`src/rtl/rtc_pkg.sv`:
```
// Shared widths, limits, time record and time helpers for the RTC timekeeper.
package rtc_pkg;

    localparam int unsigned SEC_W     = 6;
    localparam int unsigned MIN_W     = 6;
    localparam int unsigned HR_W      = 5;

    localparam int unsigned SEC_MAX   = 59;
    localparam int unsigned MIN_MAX   = 59;
    localparam int unsigned HR_MAX    = 23;
    localparam int unsigned HR12_NOON = 12;

    typedef struct packed {
        logic [HR_W-1:0]  hr;
        logic [MIN_W-1:0] min;
        logic [SEC_W-1:0] sec;
    } time_t;

    // True when every field of t is a legal time of day.
    function automatic logic time_valid(time_t t);
        return (t.hr <= HR_W'(HR_MAX)) && (t.min <= MIN_W'(MIN_MAX)) &&
               (t.sec <= SEC_W'(SEC_MAX));
    endfunction

    // One-second advance with the full sec -> min -> hr carry resolved at once.
    function automatic time_t time_inc(time_t t);
        time_t n;
        n = t;
        if (t.sec == SEC_W'(SEC_MAX)) begin
            n.sec = '0;
            if (t.min == MIN_W'(MIN_MAX)) begin
                n.min = '0;
                n.hr  = (t.hr == HR_W'(HR_MAX)) ? '0 : t.hr + 1'b1;
            end else begin
                n.min = t.min + 1'b1;
            end
        end else begin
            n.sec = t.sec + 1'b1;
        end
        return n;
    endfunction

endpackage

```
`src/rtl/rtc_timekeeper_if.sv`:
```
// Load/alarm bus of the RTC timekeeper. Optional alarm signals exist only
// when RTC_ALARM_EN is defined.
interface rtc_timekeeper_if;
    import rtc_pkg::*;

    logic             set_en;
    logic [HR_W-1:0]  set_hr;
    logic [MIN_W-1:0] set_min;
    logic [SEC_W-1:0] set_sec;
    logic             set_err;
`ifdef RTC_ALARM_EN
    logic             alarm_set;
    logic [HR_W-1:0]  alarm_hr;
    logic [MIN_W-1:0] alarm_min;
    logic             alarm_on;
    logic             alarm;

    modport master (output set_en, set_hr, set_min, set_sec,
                    output alarm_set, alarm_hr, alarm_min, alarm_on,
                    input  set_err, alarm);
    modport slave  (input  set_en, set_hr, set_min, set_sec,
                    input  alarm_set, alarm_hr, alarm_min, alarm_on,
                    output set_err, alarm);
`else
    modport master (output set_en, set_hr, set_min, set_sec, input  set_err);
    modport slave  (input  set_en, set_hr, set_min, set_sec, output set_err);
`endif

endinterface

```
`src/rtl/rtc_prescaler.sv`:
```
// Divides clk down to a one-cycle tick every CLK_HZ running cycles.
// Holds its count while run is low; clr restarts the second.
module rtc_prescaler #(
    parameter int unsigned CLK_HZ = 50000000,
    parameter int unsigned TICK_W = 26
) (
    input  logic clk,
    input  logic rst,
    input  logic run,
    input  logic clr,
    output logic tick
);

    localparam logic [TICK_W-1:0] LAST = TICK_W'(CLK_HZ - 1);

    logic [TICK_W-1:0] count_q, count_d;

    assign tick = run && (count_q == LAST);

    // Next count: clear wins, wrap on tick, otherwise count only while running.
    always_comb begin
        count_d = count_q;
        if (clr) begin
            count_d = '0;
        end else if (tick) begin
            count_d = '0;
        end else if (run) begin
            count_d = count_q + 1'b1;
        end
    end

    // Count register.
    always_ff @(posedge clk or posedge rst) begin
        if (rst) count_q <= '0;
        else     count_q <= count_d;
    end

endmodule

```
`src/rtl/rtc_timekeeper.sv`:
```
// Hours/minutes/seconds timekeeper with run control, validated load,
// 12/24-hour display and second/day pulses. Define RTC_ALARM_EN to add
// the hh:mm alarm.
module rtc_timekeeper
    import rtc_pkg::*;
#(
    parameter int unsigned CLK_HZ = 50000000,
    parameter int unsigned TICK_W = 26
) (
    input  logic              clk,
    input  logic              rst,
    input  logic              run,
    input  logic              mode_12h,
    rtc_timekeeper_if.slave   bus,
    output logic [SEC_W-1:0]  sec,
    output logic [MIN_W-1:0]  min,
    output logic [HR_W-1:0]   hr,
    output logic              pm,
    output logic              sec_tick,
    output logic              day_tick
);

    time_t time_q, time_d, load, time_next;
    logic  tick, set_valid;
    logic  sec_tick_q, sec_tick_d, day_tick_q, day_tick_d, set_err_q, set_err_d;

    assign load      = '{hr: bus.set_hr, min: bus.set_min, sec: bus.set_sec};
    assign set_valid = bus.set_en && time_valid(load);
    assign time_next = time_inc(time_q);

    rtc_prescaler #(
        .CLK_HZ (CLK_HZ),
        .TICK_W (TICK_W)
    ) u_prescaler (
        .clk  (clk),
        .rst  (rst),
        .run  (run),
        .clr  (set_valid),
        .tick (tick)
    );

`ifdef RTC_ALARM_EN
    time_t alarm_q, alarm_d, alarm_load;
    logic  alarm_valid, alarm_fire_q, alarm_fire_d;

    assign alarm_load  = '{hr: bus.alarm_hr, min: bus.alarm_min, sec: '0};
    assign alarm_valid = bus.alarm_set && time_valid(alarm_load);
`endif

    // Next time: a valid load beats a same-cycle tick; an invalid one does not.
    always_comb begin
        time_d     = time_q;
        sec_tick_d = 1'b0;
        day_tick_d = 1'b0;
        set_err_d  = bus.set_en && !set_valid;
        if (set_valid) begin
            time_d = load;
        end else if (tick) begin
            time_d     = time_next;
            sec_tick_d = 1'b1;
            day_tick_d = (time_next == '0);
        end
`ifdef RTC_ALARM_EN
        set_err_d    = set_err_d || (bus.alarm_set && !alarm_valid);
        alarm_d      = alarm_valid ? alarm_load : alarm_q;
        alarm_fire_d = sec_tick_d && bus.alarm_on && (time_d == alarm_q);
`endif
    end

    // Time and pulse registers.
    always_ff @(posedge clk or posedge rst) begin
        if (rst) begin
            time_q     <= '0;
            sec_tick_q <= 1'b0;
            day_tick_q <= 1'b0;
            set_err_q  <= 1'b0;
        end else begin
            time_q     <= time_d;
            sec_tick_q <= sec_tick_d;
            day_tick_q <= day_tick_d;
            set_err_q  <= set_err_d;
        end
    end

`ifdef RTC_ALARM_EN
    // Alarm setpoint and fire pulse.
    always_ff @(posedge clk or posedge rst) begin
        if (rst) begin
            alarm_q      <= '0;
            alarm_fire_q <= 1'b0;
        end else begin
            alarm_q      <= alarm_d;
            alarm_fire_q <= alarm_fire_d;
        end
    end

    assign bus.alarm = alarm_fire_q;
`endif

    // Hour display mapping; internal hour always stays 0..23.
    always_comb begin
        if (!mode_12h) begin
            hr = time_q.hr;
        end else if (time_q.hr == '0) begin
            hr = HR_W'(HR12_NOON);
        end else if (time_q.hr > HR_W'(HR12_NOON)) begin
            hr = time_q.hr - HR_W'(HR12_NOON);
        end else begin
            hr = time_q.hr;
        end
    end

    assign pm          = (time_q.hr >= HR_W'(HR12_NOON));
    assign sec         = time_q.sec;
    assign min         = time_q.min;
    assign sec_tick    = sec_tick_q;
    assign day_tick    = day_tick_q;
    assign bus.set_err = set_err_q;

endmodule

```
`src/flat_wrapper.sv`:
```
// flat-port wrapper written by rule: the top's interface ports become plain ports
module rtc_timekeeper_flat import rtc_pkg::*;
#(
    parameter int unsigned CLK_HZ = 50000000,
    parameter int unsigned TICK_W = 26
)
  (clk, rst, run, mode_12h, sec, min, hr, pm, sec_tick, day_tick, bus_set_en, bus_set_hr, bus_set_min, bus_set_sec, bus_set_err);
  rtc_timekeeper_if bus_i ();
  input  logic clk;
  input  logic rst;
  input  logic run;
  input  logic mode_12h;
  output logic [SEC_W-1:0] sec;
  output logic [MIN_W-1:0] min;
  output logic [HR_W-1:0] hr;
  output logic pm;
  output logic sec_tick;
  output logic day_tick;
  input wire logic [$bits(bus_i.set_en)-1:0] bus_set_en;
  input wire logic [$bits(bus_i.set_hr)-1:0] bus_set_hr;
  input wire logic [$bits(bus_i.set_min)-1:0] bus_set_min;
  input wire logic [$bits(bus_i.set_sec)-1:0] bus_set_sec;
  output wire logic [$bits(bus_i.set_err)-1:0] bus_set_err;
  assign bus_i.set_en = bus_set_en;
  assign bus_i.set_hr = bus_set_hr;
  assign bus_i.set_min = bus_set_min;
  assign bus_i.set_sec = bus_set_sec;
  assign bus_set_err = bus_i.set_err;
  rtc_timekeeper #(.CLK_HZ(CLK_HZ), .TICK_W(TICK_W)) u_core (.clk(clk), .rst(rst), .run(run), .mode_12h(mode_12h), .bus(bus_i), .sec(sec), .min(min), .hr(hr), .pm(pm), .sec_tick(sec_tick), .day_tick(day_tick));
endmodule
```
`config.mk`:
```
export PLATFORM = sky130hd
export DESIGN_NAME = rtc_timekeeper_flat
export DESIGN_NICKNAME = d
export VERILOG_FILES = /design/src/rtl/rtc_pkg.sv /design/src/rtl/rtc_timekeeper_if.sv /design/src/rtl/rtc_prescaler.sv /design/src/rtl/rtc_timekeeper.sv /design/src/flat_wrapper.sv
export SDC_FILE = /design/constraint.sdc
export NUM_CORES = 1
export LEC_CHECK = 0
export BUFFER_PORTS_ARGS = -buffer_cell sky130_fd_sc_hd__buf_2
export CORE_MARGIN = 2
export CORE_UTILIZATION = 55
export DETAILED_ROUTE_END_ITERATION = 8
export GPL_TIMING_DRIVEN = 0
export PLACE_DENSITY_LB_ADDON = 0.05
export SETUP_SLACK_MARGIN = 0.2
export SLEW_MARGIN = 20
export SYNTH_ARGS = -nofsm -noshare
export SYNTH_HDL_FRONTEND = slang
export SYNTH_SLANG_ARGS = --single-unit
```
`constraint.sdc`:
```
create_clock -name clk -period 4.55 [get_ports clk]
set_input_delay 0 -clock clk [delete_from_list [all_inputs] [get_ports clk]]
set_output_delay 0 -clock clk [all_outputs]
set_load 0.01 [all_outputs]
```
After elaboration in Yosys (flattened, before gate mapping). Index checks and enable logic that the tools add are counted.

Output and inout port bits: 21. Register bits: 46. Input bits: 22.

Muxes and demuxes: 17. Equality and inequality tests: 4. Reduce and logical (&&, ||, !) cells: 10. Add/sub/neg operators: 5. $lt $le $gt $ge: 5.

Operators with widths (count): 26-bit 2-to-1 mux (3); 17-bit 2-to-1 mux (2); 26-bit by 1-bit adder with 26-bit output, second input constant (1); 26-bit == test, second input constant (1); 5-bit 2-to-1 mux (5); 17-bit zero test (1); 6-bit by 1-bit adder with 6-bit output, second input constant (2); 6-bit == test, second input constant (2); 6-bit less-or-equal comparator, second input constant (2); 6-bit 2-to-1 mux (2); 11-bit 2-to-1 mux (1); 5-bit by 1-bit adder with 5-bit output, second input constant (1); 5-bit == test, second input constant (1); 5-bit by 4-bit greater-or-equal comparator with 1-bit output, second input constant (1); 5-bit by 4-bit greater-than comparator with 1-bit output, second input constant (1); 5-bit less-or-equal comparator, second input constant (1); 1-bit logical AND (5); 5-bit zero test (1); 5-bit by 4-bit subtractor with 5-bit output, second input constant (1); 1-bit 2-to-1 mux (4); 3-bit nonzero test (1); 2-bit nonzero test (1); 1-bit zero test (1).

Logic depth before layout (Yosys ltp). Gate-level depths: netlist of the first run.

Word-level depth: 7. Depth in mapped cells: 8. Gate-level depth less buffers: 7.

Hierarchy. Synthesis of the first run repeated with hierarchy kept, for this count alone.

Cell total of the unflattened synthesis: 371. Area total of the unflattened synthesis: 3199.3 µm².

Modules (own cells, without submodules): rtc_timekeeper (cells an instance 218, area each 1752.9 µm², sequential area each 500.5 µm², instances 1); rtc_prescaler (cells an instance 153, area each 1446.4 µm², sequential area each 650.6 µm², instances 1).

Least setup slack after synthesis of the first run. OpenSTA, ideal clock, no wires.

Path kind: reg2reg. From: register u_core.time_q, in the netlist u_core.min[0]. To: register u_core.day_tick_q, in the netlist u_core.day_tick. Library setup time: 0.096 ns. Slack: 2.347 ns. Clock period less this slack: 2.203 ns. Stages on the path, launching flop included: 8. Arrival: 2.107 ns. Cells stage by stage: dfrtp_1 -> ha_1 -> nand2_2 -> or4_4 -> buf_6 -> o211a_1 -> a311o_1 -> nor4_2.

Cells in the longest elaborated chain, start to end: 6. Elaborated cells on any way between the ends: 8. Classes of those cells: 1 x add/sub; 1 x eq/ne; 5 x mux; 1 x reduce/logical.

RTL lines: from (decl) (line rtc_timekeeper.sv:23) `time_t time_q, time_d, load, time_next;`; from (signal assigned) (line rtc_timekeeper.sv:78) `time_q <= time_d;`; 6-bit by 1-bit adder with 6-bit output / 6-bit == test (equally long branches) (line rtc_pkg.sv:35, rtc_pkg.sv:31); 6-bit 2-to-1 mux / 5-bit 2-to-1 mux (equally long branches) (line rtc_pkg.sv:31) `if (t.min == MIN_W'(MIN_MAX)) begin`; 11-bit 2-to-1 mux (*) (line rtc_pkg.sv:29) `if (t.sec == SEC_W'(SEC_MAX)) begin`; 17-bit zero test (*) (line rtc_timekeeper.sv:61) `day_tick_d = (time_next == '0);`; 1-bit 2-to-1 mux (*) (line rtc_timekeeper.sv:58) `end else if (tick) begin`; 1-bit 2-to-1 mux (*) (line rtc_timekeeper.sv:56) `if (set_valid) begin`; net u_core.day_tick_d (line rtc_timekeeper.sv:25) `logic sec_tick_q, sec_tick_d, day_tick_q, day_tick_d, set_err_q, set_err_d;`; to (signal assigned) (line rtc_timekeeper.sv:80) `day_tick_q <= day_tick_d;`; to (decl) (line rtc_timekeeper.sv:25).

The timed path passes the listed nets; every way through them passes the cells marked *. A chain may end at the register's enable or synchronous reset.

Final worst setup path of the first run. Ends and elaborated chain as after synthesis.

==> results.cfg, run 1 <==
[floorplan]
io-pin-count = 43
dieArea_um2 = 6458
die_x_um = 80.36
initial_utilization = 0.5753
die_h_um = 80.36
core_um2 = 5574
rows = 27

[layout]
antenna_cells = 0
nNetsFinal = 476
areaGrowthSynthToFinish_pct = 18.18
multi_input_area_um2 = 1828
num-fill-cells = 471
drive_gt1_frac = 0.1865
regArea_um2 = 1151
finalNonFillerCells = 517

[pwr]
finalPower_mw = 1.072
power_density_nw_per_um2 = 283.0
ir_worst_vdd_uv = 209.2
p_leak_nw = 1.600

[timing]
rsz0062_at_grt = false
tightest_slew_ns = 0.7466
finalMaxSlewViolations = 0
period_share = 0.5554
setup-tns-final_ns = 0
finalClockSkew_ns = 0.01106
setup_violations = 0
setup_slack_ns = 2.023
fmax_ghz = 0.3957
fin_crit_ns = 2.527
slew_headroom = 0.5004
hold_violations = 0
whs_ns = 0.005475

[critical_path]
reg2reg_depth = 7
start_kind = flip-flop
worst-endpoint-arrival_ns = 2.72
critPathKind = flip-flop to flip-flop
critPathCaptureType = flip-flop
path_max_fanout = 9
required_ns = 4.75

[logic_synthesis]
synth_edf_count = 0
muxShareOfSynthArea = 0.01561
synthXorXnorAreaFrac = 0.04916
yosysWarningCount = 0
synth_ff_type = dfrtp_1
synth_top_family_by_area = simple AND/OR/NAND/NOR gates
synth_cell_type_count = 61
synth_fp_nets = 411
synth_async_sr_flop_share = 1.000
synthSimpleGateAreaFrac = 0.3043
synth_compound_area_frac = 0.1658
synthAdderAreaFrac = 0.03512
syn_area_per_cell_um2 = 8.439
syn_inst = 380
syn_area_um2 = 3207
synth-seq-cells = 46
synth_seq_area_share = 0.3590

[route]
routed_via_density = 6.097
wirelength_um = 8436
top_layer = met4
wl_met2_um = 4199
ant_nets = 0
wire_per_inst_um = 16.32
first_pass_iters = 5
drt-met1-wl_um = 3586
first_iter_violations = 213
drc_errors = 0
via_count = 3152
wl_met3_um = 493

[clock_network]
clk_pin_slew_worst_paths_ns = 0.09
cts_resized = 0
holdBufCountCts = 15
cts_buffer_depth = 2
clock-sinks = 46
cts_tree = yes
htreeDepth = 2
cts_buffers = 5
cts_root_buf = clkbuf_8
clock_latency_ns = 0.30
postCtsSetupBuffers = 0

[place]
hpwl_um = 6005
place_ws_ns = 2.062
post-place-cells = 495
portBuffers = 42
routabilityCongestion = 0.9597

[grt]
antenna_found_initial = 0
grt_first_pass_wirelength_um = 13810
grt_max_degree = 30
grt.total_usage = 0.2748
grt_pass1_vias = 2960
grt_overflow_total = 0

[flow_run]
drv_cap = 0

[worst_hold_path]
min-delay-path-class = input pin to flip-flop
hold-path-cell-count = 3

[status]
status = completed
==> state kept, by name, indices dropped and copies added, names as in the netlist <==
signal and count:
u_core.bus.set_err 1, u_core.day_tick 1, u_core.min 6, u_core.sec 6
u_core.sec_tick 1, u_core.time_q 5, u_core.u_prescaler.count_q 26
==> per-layer routing <==
layer  track usage  up-vias
met3       0.04270       15
met4       0.09153        0
met2        0.4883      131
met1        0.3383     1495
li1              -     1511
met5             0        -
==> synth_stat cells, types with 2 or more instances <==
cell        n  share of area
mux2i_1     5          0.016
nor4b_1     2         0.0055
nand2b_1    3         0.0059
xor2_1     14          0.038
nand2_1    28          0.033
and3_2      2         0.0047
ha_1        9          0.035
and3_1      5         0.0098
o211a_1     2         0.0062
nor3_1      7          0.011
and2b_2     2         0.0055
and2_1      3         0.0059
clkbuf_1   12          0.014
or2_2       2         0.0039
buf_4      14          0.033
o41ai_1     3         0.0082
o211ai_1    3         0.0070
nand3_1    15          0.023
inv_1      11          0.013
o21ai_0    24          0.037
o2111ai_1   6          0.016
and4_1      3         0.0082
a21boi_0    4         0.0094
nor4_1      4         0.0078
nand3b_1    2         0.0047
dfrtp_1    46           0.36
xnor2_1     4          0.011
or4_1       8          0.019
or2_1       2         0.0039
a21oi_1    14          0.022
nand4b_1    2         0.0055
nor2b_1     4         0.0078
a31oi_1    11          0.021
buf_6       2         0.0070
o31ai_1     5          0.012
or3_1      12          0.023
nand4_1    16          0.031
nor2_1     46          0.054
==> logic make-up (layout without fill, tap and decap cells) <==
kind of cell / after synthesis / after routing
AND/OR/NAND/NOR: 178 / 178
AO/OA/AOI/OAI: 82 / 82
flip-flops: 46 / 46
buffers and inverters: 42 / 107
XOR/XNOR: 18 / 18
adder cells (fa/ha/maj): 9 / 9
multiplexers: 5 / 5
==> cell type report <==
cell class	count	area share
multi-input combinational	292	0.4823
sequential	46	0.3037
timing repair buffer	58	0.1004
buffer	31	0.04919
tap	72	0.02377
clock buffer	6	0.02179
inverter	11	0.01089
clock inverter	1	0.007923
==> layout by cell type (no fill, tap or decap), drive strengths merged, types with 6 or more instances in the layout <==
master	instances
a21oi	14
a31oi	11
and3	7
buf	61
clkbuf	19
dfrtp	46
dlygate4sd3	15
ha	9
inv	11
nand2	29
nand3	16
nand4	17
nor2	46
nor3	7
o2111ai	6
o21ai	24
or3	12
or4	10
xor2	14
==> per-stage QoR <==
stage                     utilization  instance area (um^2)
after global routing           0.6799                  3790
final                          0.6799                  3790
after detailed placement       0.6328                  3527
after floorplan                     -                  3207
after global placement         0.6292                  3507
after CTS                      0.6799                  3790
==> worst max-delay path, stage by stage (launching register included) <==
cell,delay [ns]
dfrtp_1,0.52
ha_1,0.29
nand2_2,0.14
or4_4,0.54
buf_6,0.15
o211a_1,0.22
a311o_1,0.33
nor4_2,0.24
==> path summary, 6_finish.rpt <==
kind                                                      from                              to  slack, ns
worst min-delay path                             bus_set_hr[4]               u_core.time_q[16]      0.005
max in group asynchronous                                  rst   u_core.u_prescaler.count_q[2]       3.83
min in group asynchronous                                  rst  u_core.u_prescaler.count_q[13]       0.24
worst max-delay path                             u_core.min[0]                 u_core.day_tick       2.02
worst min register to register  u_core.u_prescaler.count_q[12]  u_core.u_prescaler.count_q[12]       0.57
worst max register to register                   u_core.min[0]                 u_core.day_tick       2.02
==> report_power, final <==
part / internal (mW) / switching, mW / leakage, nW
sequential: 0.434 / 0.0404 / 0.596
combinational: 0.129 / 0.157 / 0.946
clock: 0.176 / 0.137 / 0.0573
No activity file was read; power rests on OpenSTA's default activity.
==> run 2: changes to the inputs <==
--- a/config.mk
+++ b/config.mk
@@ -5,9 +5,10 @@
 export SDC_FILE = /design/constraint.sdc
 export NUM_CORES = 1
 export LEC_CHECK = 0
+export ABC_AREA = 1
 export BUFFER_PORTS_ARGS = -buffer_cell sky130_fd_sc_hd__buf_2
 export CORE_MARGIN = 2
-export CORE_UTILIZATION = 55
+export CORE_UTILIZATION = 53
 export DETAILED_ROUTE_END_ITERATION = 8
 export GPL_TIMING_DRIVEN = 0
 export PLACE_DENSITY_LB_ADDON = 0.05
==> constraint.sdc (replaced) <==
create_clock -name clk -period 2.3 [get_ports clk]
set_input_delay 0 -clock clk [delete_from_list [all_inputs] [get_ports clk]]
set_output_delay 0 -clock clk [all_outputs]
set_load 0.01 [all_outputs]
==> run 2 against run 1 <==
Combinational power is 94% higher; non-clock buffer count is 6 lower; critical path depth is 2 higher; first-iteration DRC count is 1.4% lower; sequential cell count stayed put; cell count is 18% higher; utilization is 4.6 points lower; via count is 4.1% higher; clock power is 67% higher; sequential power is 98% higher; count of clock-buffer cells in the layout is 1 higher; critical path type is now input pin to flip-flop; largest power group unchanged.
==> results.cfg, run 2 <==
[logic_synthesis]
synth_edf_count = 0
syn_area_per_cell_um2 = 7.223
synth_most_common_cell = nand2_1
synth_fp_nets = 497
synth_async_sr_flop_share = 1.000
yosysWarningCount = 0
syn_area_um2 = 3366
synth_seq_area_share = 0.3420
synth-seq-cells = 46
synth_cell_type_count = 44
yosysTopAreaCell = dfrtp_1
synth_top_area_share = 0.3420
ys_top_cells_by_area = dfrtp_1 (34%), nand2_1 (13%), nand3_1 (5.7%)
syn_inst = 466
synth_ff_type = dfrtp_1
synth_commonest_cells = nand2_1 (117), dfrtp_1 (46), inv_1 (46)

[clock_network]
cts_tree = yes
clock-sinks = 46
cts_buffers = 5
cts_root_buf = clkbuf_8
htreeDepth = 2
cts_buffer_depth = 2
clk_pin_slew_worst_paths_ns = 0.08
clock_latency_ns = 0.30

[timing]
rsz0062_at_grt = false
period_share = 0.8294
finalMaxSlewViolations = 0
tightest_slew_ns = 0.5240
slew_headroom = 0.6507
finalClockSkew_ns = 0.003985
fmax_ghz = 0.5242
setup_violations = 0
setup-tns-final_ns = 0
hold_violations = 0
fin_crit_ns = 1.908
whs_ns = 0.02005

[floorplan]
core_um2 = 6241
die_h_um = 83.69
die_x_um = 83.69
initial_utilization = 0.5393
dieArea_um2 = 7004
rows = 29
io-pin-count = 43

[grt]
grt_busiest_layer = met2
grt_pass1_vias = 2922
use_met3 = 0.03561
grt.total_usage = 0.2414
met2_usage = 0.3840
antenna_found_initial = 0
grt_overflow_total = 0
grt_max_degree = 34
grt_first_pass_wirelength_um = 13720
gr-usage-met1 = 0.3526

[route]
via_count = 3281
wirelength_um = 8234
first_iter_violations = 210
wire_per_inst_um = 13.48
routed_via_density = 5.370
first_pass_iters = 5
drc_errors = 0
ant_nets = 0

[critical_path]
critPathKind = input pin to flip-flop
rrSetupSlack_ns = 0.41
start_kind = input pin
worst_path_largest_cell_delay_ns = 0.54
cpMostUsedCell = nand2_1
critPathTopFamily = buffers and inverters
required_ns = 2.47
crit_buf_inv = 3
crit_slowest_cell = dlygate4sd3_1
critPathCaptureType = flip-flop
reg2reg_depth = 11
r2r-end = u_core.day_tick
r2r_start = u_core.min[0]
worst-endpoint-arrival_ns = 2.08
cp_cell_sequence = dlygate4sd3_1 -> buf_2 -> nand2_1 -> o21a_1 -> nand3_1 -> nand2_1 -> clkinv_1 -> o21ai_0 -> a21oi_1
path_max_fanout = 10

[layout]
reg_top3 = u_core.u_prescaler.count_q x26, u_core.min x6, u_core.sec x6
areaGrowthSynthToFinish_pct = 17.51
antenna_cells = 0
drive_gt1_frac = 0.2097
final_common_cell = nand2_1
nNetsFinal = 564
largest_reg_flops = 26
regMostFlops = u_core.u_prescaler.count_q
final_cell_mix = nand2_1 (117), buf_2 (47), inv_1 (45), dfrtp_1 (45), nor2_1 (42)
num-fill-cells = 560

[place]
hpwl_um = 6166
portBuffers = 42
routabilityCongestion = 0.9059

[pwr]
ir_worst_vdd_uv = 302.3
p_leak_nw = 1.938
finalPower_mw = 2.014
power_density_nw_per_um2 = 509.2

[worst_hold_path]
holdCritStartpoint = run
min-delay-path-class = input pin to flip-flop
hold-path-cell-count = 3
hold_end = u_core.u_prescaler.count_q[1]

[status]
status = completed

[flow_run]
drv_cap = 0
[run 2: worst register-to-register path, stage by stage, from the launching register on]
cell,delay (ns)
dfrtp_1,0.45
ha_1,0.23
nand3_1,0.13
nor2_4,0.19
inv_2,0.07
nor2_4,0.14
nand2_1,0.11
nand2_1,0.09
nand3_1,0.11
nor2_1,0.10
nand3_1,0.08
nor2_1,0.12
[run 2: stage by stage]
step | std cells | cell area (um^2) | utilization | setup WS [ns]
final | 611 | 3955 | 0.6337 | 0.3923
after detailed placement | 586 | 3692 | 0.5916 | 0.3929
after global placement | 585 | 3672 | 0.5884 | 0.4370
after CTS | 611 | 3954 | 0.6335 | 0.3801
after global routing | 611 | 3955 | 0.6337 | 0.2300
after floorplan | 466 | 3366 | - | 0.6798
[run 2: routing by layer]
metal	wire [um]	vias to the layer above
li1	-	1660
met1	3988	1509
met2	3733	105
met3	446	7
met4	65	0
met5	0	-
[run 2: logic make-up (layout without fill, tap and decap cells)]
kind of cell,count (synthesis),count (layout),share of synthesized area
AO/OA/AOI/OAI,69,69,0.1208
flip-flops,46,46,0.3420
XOR/XNOR,6,6,0.01561
AND/OR/NAND/NOR,260,260,0.3784
buffers and inverters,76,144,0.1097
adder cells (fa/ha/maj),9,9,0.03346
[run 2: worst max path at each step]
stage                                       start                             end  slack [ns]  cells after the start
floorplan                           u_core.sec[0]                 u_core.day_tick        0.68                     13
global placement    u_core.u_prescaler.count_q[0]  u_core.u_prescaler.count_q[12]        0.44                     11
detailed placement  u_core.u_prescaler.count_q[0]  u_core.u_prescaler.count_q[12]        0.39                     11
CTS                 u_core.u_prescaler.count_q[0]                   u_core.sec[5]        0.38                     11
global route                        u_core.sec[1]                 u_core.day_tick        0.23                     11
finish                             bus_set_min[3]   u_core.u_prescaler.count_q[4]        0.39                      9
[run 2: area by class of cell]
class | count | area (um^2) | share of cell area
multi-input combinational | 344 | 1846 | 0.4666
sequential | 46 | 1152 | 0.2914
timing repair buffer | 60 | 400.4 | 0.1012
inverter | 53 | 201.4 | 0.05093
buffer | 23 | 167.7 | 0.04239
tap | 77 | 96.34 | 0.02436
clock buffer | 7 | 86.33 | 0.02183
clock inverter | 1 | 5.005 | 0.001265
[run 2: power by group]
| group | switching [mW] | internal, mW | total (mW) |
|---|---|---|---|
| Clock | 0.280 | 0.243 | 0.523 |
| Combinational | 0.309 | 0.242 | 0.552 |
| Sequential | 0.0744 | 0.865 | 0.939 |
| Total | 0.664 | 1.35 | 2.01 |
[run 2: repair_timing]
| item | CTS | global route |
|---|---|---|
| endpoints found under the setup margin | 0 | 1 |
| setup buffers | 0 | 0 |
| hold endpoints to repair | 62 | 0 |
| hold buffers | 17 | 0 |
| resized for setup | 0 | 1 |
